$ cat src/rtl/spi_mic_reader_pkg.sv
// Shared types and constants for the SPI microphone path (package audio_pkg).
// Define MIC_SIGNED_EN to emit left-justified two's-complement samples instead of zero-extended.
package audio_pkg;

    typedef enum logic [2:0] {
        StIdle,
        StSetup,
        StShift,
        StQuiet,
        StWrite
    } mic_state_e;

    localparam int unsigned SAMPLE_W   = 16;
    localparam int unsigned ADC_BITS   = 12;
    localparam int unsigned LEAD_ZEROS = 4;
    localparam int unsigned FRAME_BITS = 16;

    // The leading-zero nibble of the frame carries no data and is dropped here.
    function automatic logic [SAMPLE_W-1:0] format_sample(input logic [FRAME_BITS-1:0] frame);
        logic [ADC_BITS-1:0] d;
        d = frame[ADC_BITS-1:0];
`ifdef MIC_SIGNED_EN
        return {~d[ADC_BITS-1], d[ADC_BITS-2:0], {LEAD_ZEROS{1'b0}}};
`else
        return {{LEAD_ZEROS{1'b0}}, d};
`endif
    endfunction

endpackage

$ cat src/rtl/spi_mic_reader_sclk_gen.sv
// SCLK half-period divider: idles high, starts on a low phase, stops after a high phase.
// Emits a phase-end strobe and a capture strobe on the last cycle of each high phase.
module spi_sclk_gen #(
    parameter int unsigned CLK_DIV = 5
) (
    input  logic clk,
    input  logic reset,
    input  logic start,
    input  logic stop,
    output logic sclk,
    output logic phase_end,
    output logic capture
);

    localparam int unsigned CW = $clog2(CLK_DIV);
    localparam logic [CW-1:0] DivLast = CW'(CLK_DIV - 1);

    logic [CW-1:0] div_q;
    logic          level_q;
    logic          active_q;

    always_ff @(posedge clk) begin
        if (reset) begin
            div_q    <= '0;
            level_q  <= 1'b1;
            active_q <= 1'b0;
        end else if (start) begin
            div_q    <= '0;
            level_q  <= 1'b0;
            active_q <= 1'b1;
        end else if (active_q) begin
            if (div_q == DivLast) begin
                div_q <= '0;
                // Stopping only ever lands on a high phase end, so SCLK stays high.
                if (stop) begin
                    level_q  <= 1'b1;
                    active_q <= 1'b0;
                end else begin
                    level_q <= ~level_q;
                end
            end else begin
                div_q <= div_q + 1'b1;
            end
        end
    end

    assign sclk      = level_q;
    assign phase_end = active_q && (div_q == DivLast);
    assign capture   = phase_end && level_q;

endmodule

$ cat src/rtl/spi_mic_reader.sv
// SPI master reading a 12-bit ADC at a fixed sample rate and writing samples to the delay BRAM.
// Sample format is selected by MIC_SIGNED_EN (see audio_pkg::format_sample).
module spi_mic_reader
    import audio_pkg::*;
#(
    parameter int unsigned CLK_DIV       = 5,
    parameter int unsigned SAMPLE_PERIOD = 2083,
    parameter int unsigned ADDR_WIDTH    = 16,
    parameter int unsigned BUF_DEPTH     = 65536
) (
    input  logic                  clk,
    input  logic                  reset,
    input  logic                  enable,
    input  logic                  SPI_MISO,
    output logic                  SPI_SS,
    output logic                  SPI_CLK,
    output logic [ADDR_WIDTH-1:0] write_address,
    output logic                  write_enable,
    output logic [SAMPLE_W-1:0]   write_data,
    output logic                  sample_valid,
    output logic                  overrun
);

    localparam int unsigned RW = $clog2(SAMPLE_PERIOD);
    localparam int unsigned CW = $clog2(CLK_DIV);
    localparam logic [RW-1:0]         RateLast = RW'(SAMPLE_PERIOD - 1);
    localparam logic [CW-1:0]         DivLast  = CW'(CLK_DIV - 1);
    localparam logic [ADDR_WIDTH-1:0] AddrLast = ADDR_WIDTH'(BUF_DEPTH - 1);
    localparam logic [3:0]            LastBit  = 4'(FRAME_BITS - 1);

    mic_state_e state_q, state_d;

    logic [RW-1:0]         rate_q;
    logic [CW-1:0]         cnt_q;
    logic [3:0]            bit_q;
    logic [FRAME_BITS-1:0] shift_q;
    logic                  miso_meta_q;
    logic                  miso_sync_q;
    logic                  ss_q;
    logic [SAMPLE_W-1:0]   data_q;
    logic [ADDR_WIDTH-1:0] addr_q;
    logic                  overrun_q;

    logic tick;
    logic sclk_start;
    logic sclk_stop;
    logic sclk_level;
    logic phase_end;
    logic capture;

    assign tick = enable && (rate_q == RateLast);

    spi_sclk_gen #(
        .CLK_DIV(CLK_DIV)
    ) u_sclk_gen (
        .clk      (clk),
        .reset    (reset),
        .start    (sclk_start),
        .stop     (sclk_stop),
        .sclk     (sclk_level),
        .phase_end(phase_end),
        .capture  (capture)
    );

    always_comb begin
        state_d    = state_q;
        sclk_start = 1'b0;
        sclk_stop  = 1'b0;
        case (state_q)
            StIdle:  if (tick) state_d = StSetup;
            StSetup: begin
                if (cnt_q == DivLast) begin
                    state_d    = StShift;
                    sclk_start = 1'b1;
                end
            end
            StShift: begin
                if (phase_end && sclk_level && (bit_q == LastBit)) begin
                    state_d   = StQuiet;
                    sclk_stop = 1'b1;
                end
            end
            StQuiet: if (cnt_q == DivLast) state_d = StWrite;
            StWrite: state_d = StIdle;
            default: state_d = StIdle;
        endcase
    end

    always_ff @(posedge clk) begin
        if (reset) begin
            state_q     <= StIdle;
            rate_q      <= '0;
            cnt_q       <= '0;
            bit_q       <= '0;
            shift_q     <= '0;
            miso_meta_q <= 1'b0;
            miso_sync_q <= 1'b0;
            ss_q        <= 1'b1;
            data_q      <= '0;
            addr_q      <= '0;
            overrun_q   <= 1'b0;
        end else begin
            state_q     <= state_d;
            miso_meta_q <= SPI_MISO;
            miso_sync_q <= miso_meta_q;

            if (!enable || (rate_q == RateLast)) rate_q <= '0;
            else                                 rate_q <= rate_q + 1'b1;

            if (tick && (state_q != StIdle)) overrun_q <= 1'b1;

            if ((state_d == state_q) && ((state_q == StSetup) || (state_q == StQuiet))) begin
                cnt_q <= cnt_q + 1'b1;
            end else begin
                cnt_q <= '0;
            end

            if ((state_q == StIdle) && tick) ss_q <= 1'b0;
            else if (sclk_stop)              ss_q <= 1'b1;

            // bit_q wraps to 0 after the 16th capture, ready for the next frame.
            if (capture) begin
                shift_q <= {shift_q[FRAME_BITS-2:0], miso_sync_q};
                bit_q   <= bit_q + 1'b1;
            end

            if ((state_q == StQuiet) && (state_d == StWrite)) data_q <= format_sample(shift_q);

            if (state_q == StWrite) addr_q <= (addr_q == AddrLast) ? '0 : addr_q + 1'b1;
        end
    end

    assign SPI_SS        = ss_q;
    assign SPI_CLK       = sclk_level;
    assign write_enable  = (state_q == StWrite);
    assign sample_valid  = write_enable;
    assign write_data    = data_q;
    assign write_address = addr_q;
    assign overrun       = overrun_q;

endmodule

$ cat config.mk
export PLATFORM = sky130hd
export DESIGN_NAME = spi_mic_reader
export DESIGN_NICKNAME = d
export VERILOG_FILES = /design/src/rtl/spi_mic_reader_pkg.sv /design/src/rtl/spi_mic_reader_sclk_gen.sv /design/src/rtl/spi_mic_reader.sv
export SDC_FILE = /design/constraint.sdc
export NUM_CORES = 1
export LEC_CHECK = 0
export CAP_MARGIN = 30
export CORE_ASPECT_RATIO = 0.6
export CORE_UTILIZATION = 55
export DETAILED_ROUTE_END_ITERATION = 10
export PLACE_DENSITY = 0.8
export SYNTH_ARGS = -nofsm -noshare
export SYNTH_HDL_FRONTEND = slang
export SYNTH_SLANG_ARGS = --single-unit
$ cat constraint.sdc
create_clock -name clk -period 3.49 [get_ports clk]
set_input_delay 0.698 -clock clk [delete_from_list [all_inputs] [get_ports clk]]
set_output_delay 0.698 -clock clk [all_outputs]
set_load 0.02 [all_outputs]
==> metrics.md <==
| Metric | Value |
|---|---|
| Critical path peak fanout | 11 |
| Async S/R FF share, synth | 0% |
| Cts bufs inserted | 9 |
| Synth top area cells | dfxtp_1 48%, nand2_1 7.9%, a21oi_1 6.1%, xnor2_1 5.1%, nor2_1 4.7% |
| First-pass GRT wire length | 9630 um |
| Slew HR | 56.1% |
| Nets | 398 |
| Startpoint Class | flip-flop |
| GR Layer Usage met2 | 31.5% |
| Multi-input gate area | 1380 um^2 |
| CTS Sinks | 71 |
| Gpl congestion | 0.834 |
| PD cells | 457 nW/um^2 |
| Die H | 58.7 um |
| Filler cells | 420 |
| Clk_lat worst skew | 0.35 ns |
| Switching pwr | 0.337 mW |
| Share of power burned in combinational logic | 1.6% |
| Maxcap violations | 0 |
| Grt met3 use | 10.2% |
| GRT Total Usage | 22.8% |
| Synth Cell Area | 2940 um^2 |
| Clk network pwr share | 48.6% |
| Area Overhead vs Synth | 21.5% |
| Max Fclk | 355 MHz |
| Gr busiest metal | met1 |
| Die area | 5650 um^2 |
| Yosys warning total | 0 |
| Ys flop type | dfxtp_1 |
| Post-DRT Antenna Nets | 0 |
| Final critical-path required period | 2.82 ns |
| Vias in the first global route | 2098 |
| Post-cts resize count | 0 |
| Total power | 1.63 mW |
| Clock transition at the registers of the reported paths | 0.08 ns |
| GR Layer Usage met1 | 32.2% |
| H-Tree Depth | 3 |
| Sequential Area | 1420 um^2 |
| Leakage power total | 1.21 nW |
| Post-layout util | 70.0% |
| Worst slew pin tran | 0.654 ns |
| Gr ovfl total | 0 |
| Slew Viols, Final | 0 |
| Pin count of the biggest net entering global routing | 31 |
| Sw frac | 20.6% |
| Starting Density | 57.6% |
| EDFF count, synth | 0 |
| Average wire per standard cell | 12.8 um |
| Critical Path AT | 2.12 ns |
| Req. time, crit path | 2.79 ns |
| Path type of the worst setup path | flip-flop to primary output |
| Synth top area share | 48.3% |
| Final Hold Viols | 0 |
| Critical path capture point type | primary output |
| HPWL Detailed | 3940 um |
| Setup violators final | 0 |
| Clock skew | 0.00893 ns |
| Row cnt | 20 |
| Synth cell types | 40 |
| Sequential share of the synthesized area | 48.3% |
| Status | finished clean |
| Drt pass-1 iters | 4 |
| Syn avg cell area | 8.36 um^2 |
| Final routed DRC violation total | 0 |
| Synth Instances | 352 |
| IO Port Bufs | 36 |
| Root buf cell | clkbuf_8 |
| Most common cell in the netlist | dfxtp_1 |
| RSZ-0062 raised after global routing | false |
| Ratio of final minimum period to clock period | 80.8% |
| Most instantiated cells after synthesis | 71 x dfxtp_1, 62 x nand2_1, 37 x nor2_1 |
| Setup TNS | 0 ns |
| Post-CTS Setup Bufs | 0 |
| I/O pin count | 41 |
| Internal | 1.29 mW |
| Clk buf depth | 2 |
| DR vias/cell | 5.33 |
| Routed vias | 2436 |
| Yosys top cell by area | dfxtp_1 |
| CTS tree | yes |
| Worst VDD drop | 0.279 mV |
| Hold-fix buffers at CTS | 0 |
| Core area | 5100 um^2 |
| Synth Register Bits | 71 |
| Die Wd | 96.4 um |
| Initial antenna violation count | 0 |
| Seq pwr share | 49.8% |
| DR iter-0 viols | 137 |
| Inserted Diodes | 0 |
| Total Routed Length | 5850 um |
| Worst hold path type | flip-flop to flip-flop |
| Share of cells above drive strength 1 | 5.63% |
==> layout by cell type, fill, tap and decap left out, drive strengths merged, types with 5 or more instances in the layout <==
| master | Yosys | final |
|---|---|---|
| dfxtp | 71 | 71 |
| nand2 | 62 | 62 |
| nor2 | 37 | 37 |
| a21oi | 36 | 36 |
| clkdlybuf4s50 | 0 | 36 |
| xnor2 | 17 | 17 |
| inv | 15 | 16 |
| nor3 | 13 | 13 |
| nand3 | 9 | 9 |
| clkbuf | 13 | 9 |
| nand4 | 8 | 8 |
| ha | 8 | 8 |
| xor2 | 6 | 6 |
| or3 | 5 | 5 |
| nor4 | 5 | 5 |
==> logic make-up (layout without fill, tap and decap cells) <==
logic type	after synthesis	after routing	share of synthesized area, %
buffers and inverters	35	71	5.19
AOI/OAI and AO/OA	53	53	10.2
xor gates and xnor gates	23	23	6.85
other	1	4	0.127
muxes	2	2	0.681
adders and majority gates	8	8	3.40
and+or+nand+nor	159	159	25.2
DFF	71	71	48.3
==> metal layers <==
| metal | vias up | wire (um) |
|---|---|---|
| met5 | - | 0 |
| met4 | 0 | 19 |
| met3 | 2 | 303 |
| met2 | 59 | 2470 |
| met1 | 1115 | 3050 |
| li1 | 1260 | - |
==> area by class of cell <==
class	instances	share of cell area, %
Sequential cell	71	39.8
Multi-Input combinational cell	249	38.6
Timing Repair Buffer	40	10.9
Clock buffer	9	3.47
Clock inverter	7	3.36
Tap cell	66	2.31
Inverter	15	1.58
==> sequential cells by signal, summed over array words and instances (netlist names), 3 cells and up <==
signal	cells
cnt_q	3
write_address	16
state_q	3
u_sclk_gen.div_q	3
shift_q	12
bit_q	4
rate_q	12
write_data	12
==> stage by stage <==
stage,hold WS [ns],instances,instance area [um^2],setup slack (ns)
2_1_floorplan,0.414,355,2950,1.53
3_3_place_gp,0.435,441,3330,1.09
3_5_place_dp,0.437,441,3330,1.07
4_1_cts,0.450,457,3570,0.653
5_1_grt,0.469,457,3570,0.532
6_report,0.447,457,3570,0.671
==> worst paths after layout <==
check / endpoint / slack, ns / cells after the start / from
worst max-delay path: sample_valid / 0.67 / 3 / state_q[2]
worst min-delay path: shift_q[0] / 0.45 / 2 / miso_sync_q
worst max register to register: write_address[6] / 1.16 / 4 / state_q[2]
worst min register to register: shift_q[0] / 0.45 / 2 / miso_sync_q
==> worst max-delay path: stages (launching register included) <==
cell and delay [ns]:
dfxtp_1 0.39, or3b_1 0.52, inv_1 0.22, clkdlybuf4s50_1 0.64
==> power by group through the flow <==
stage / clock, mW / combinational [mW] / sequential, mW
after floorplan: 0 / 0.0206 / 0.832
after global placement: 0 / 0.0256 / 0.832
after detailed placement: 0 / 0.0258 / 0.832
after CTS: 0.809 / 0.0258 / 0.813
after global routing: 0.841 / 0.0288 / 0.813
final: 0.793 / 0.0258 / 0.813
Note: power is estimated with default switching activity, not from simulation.
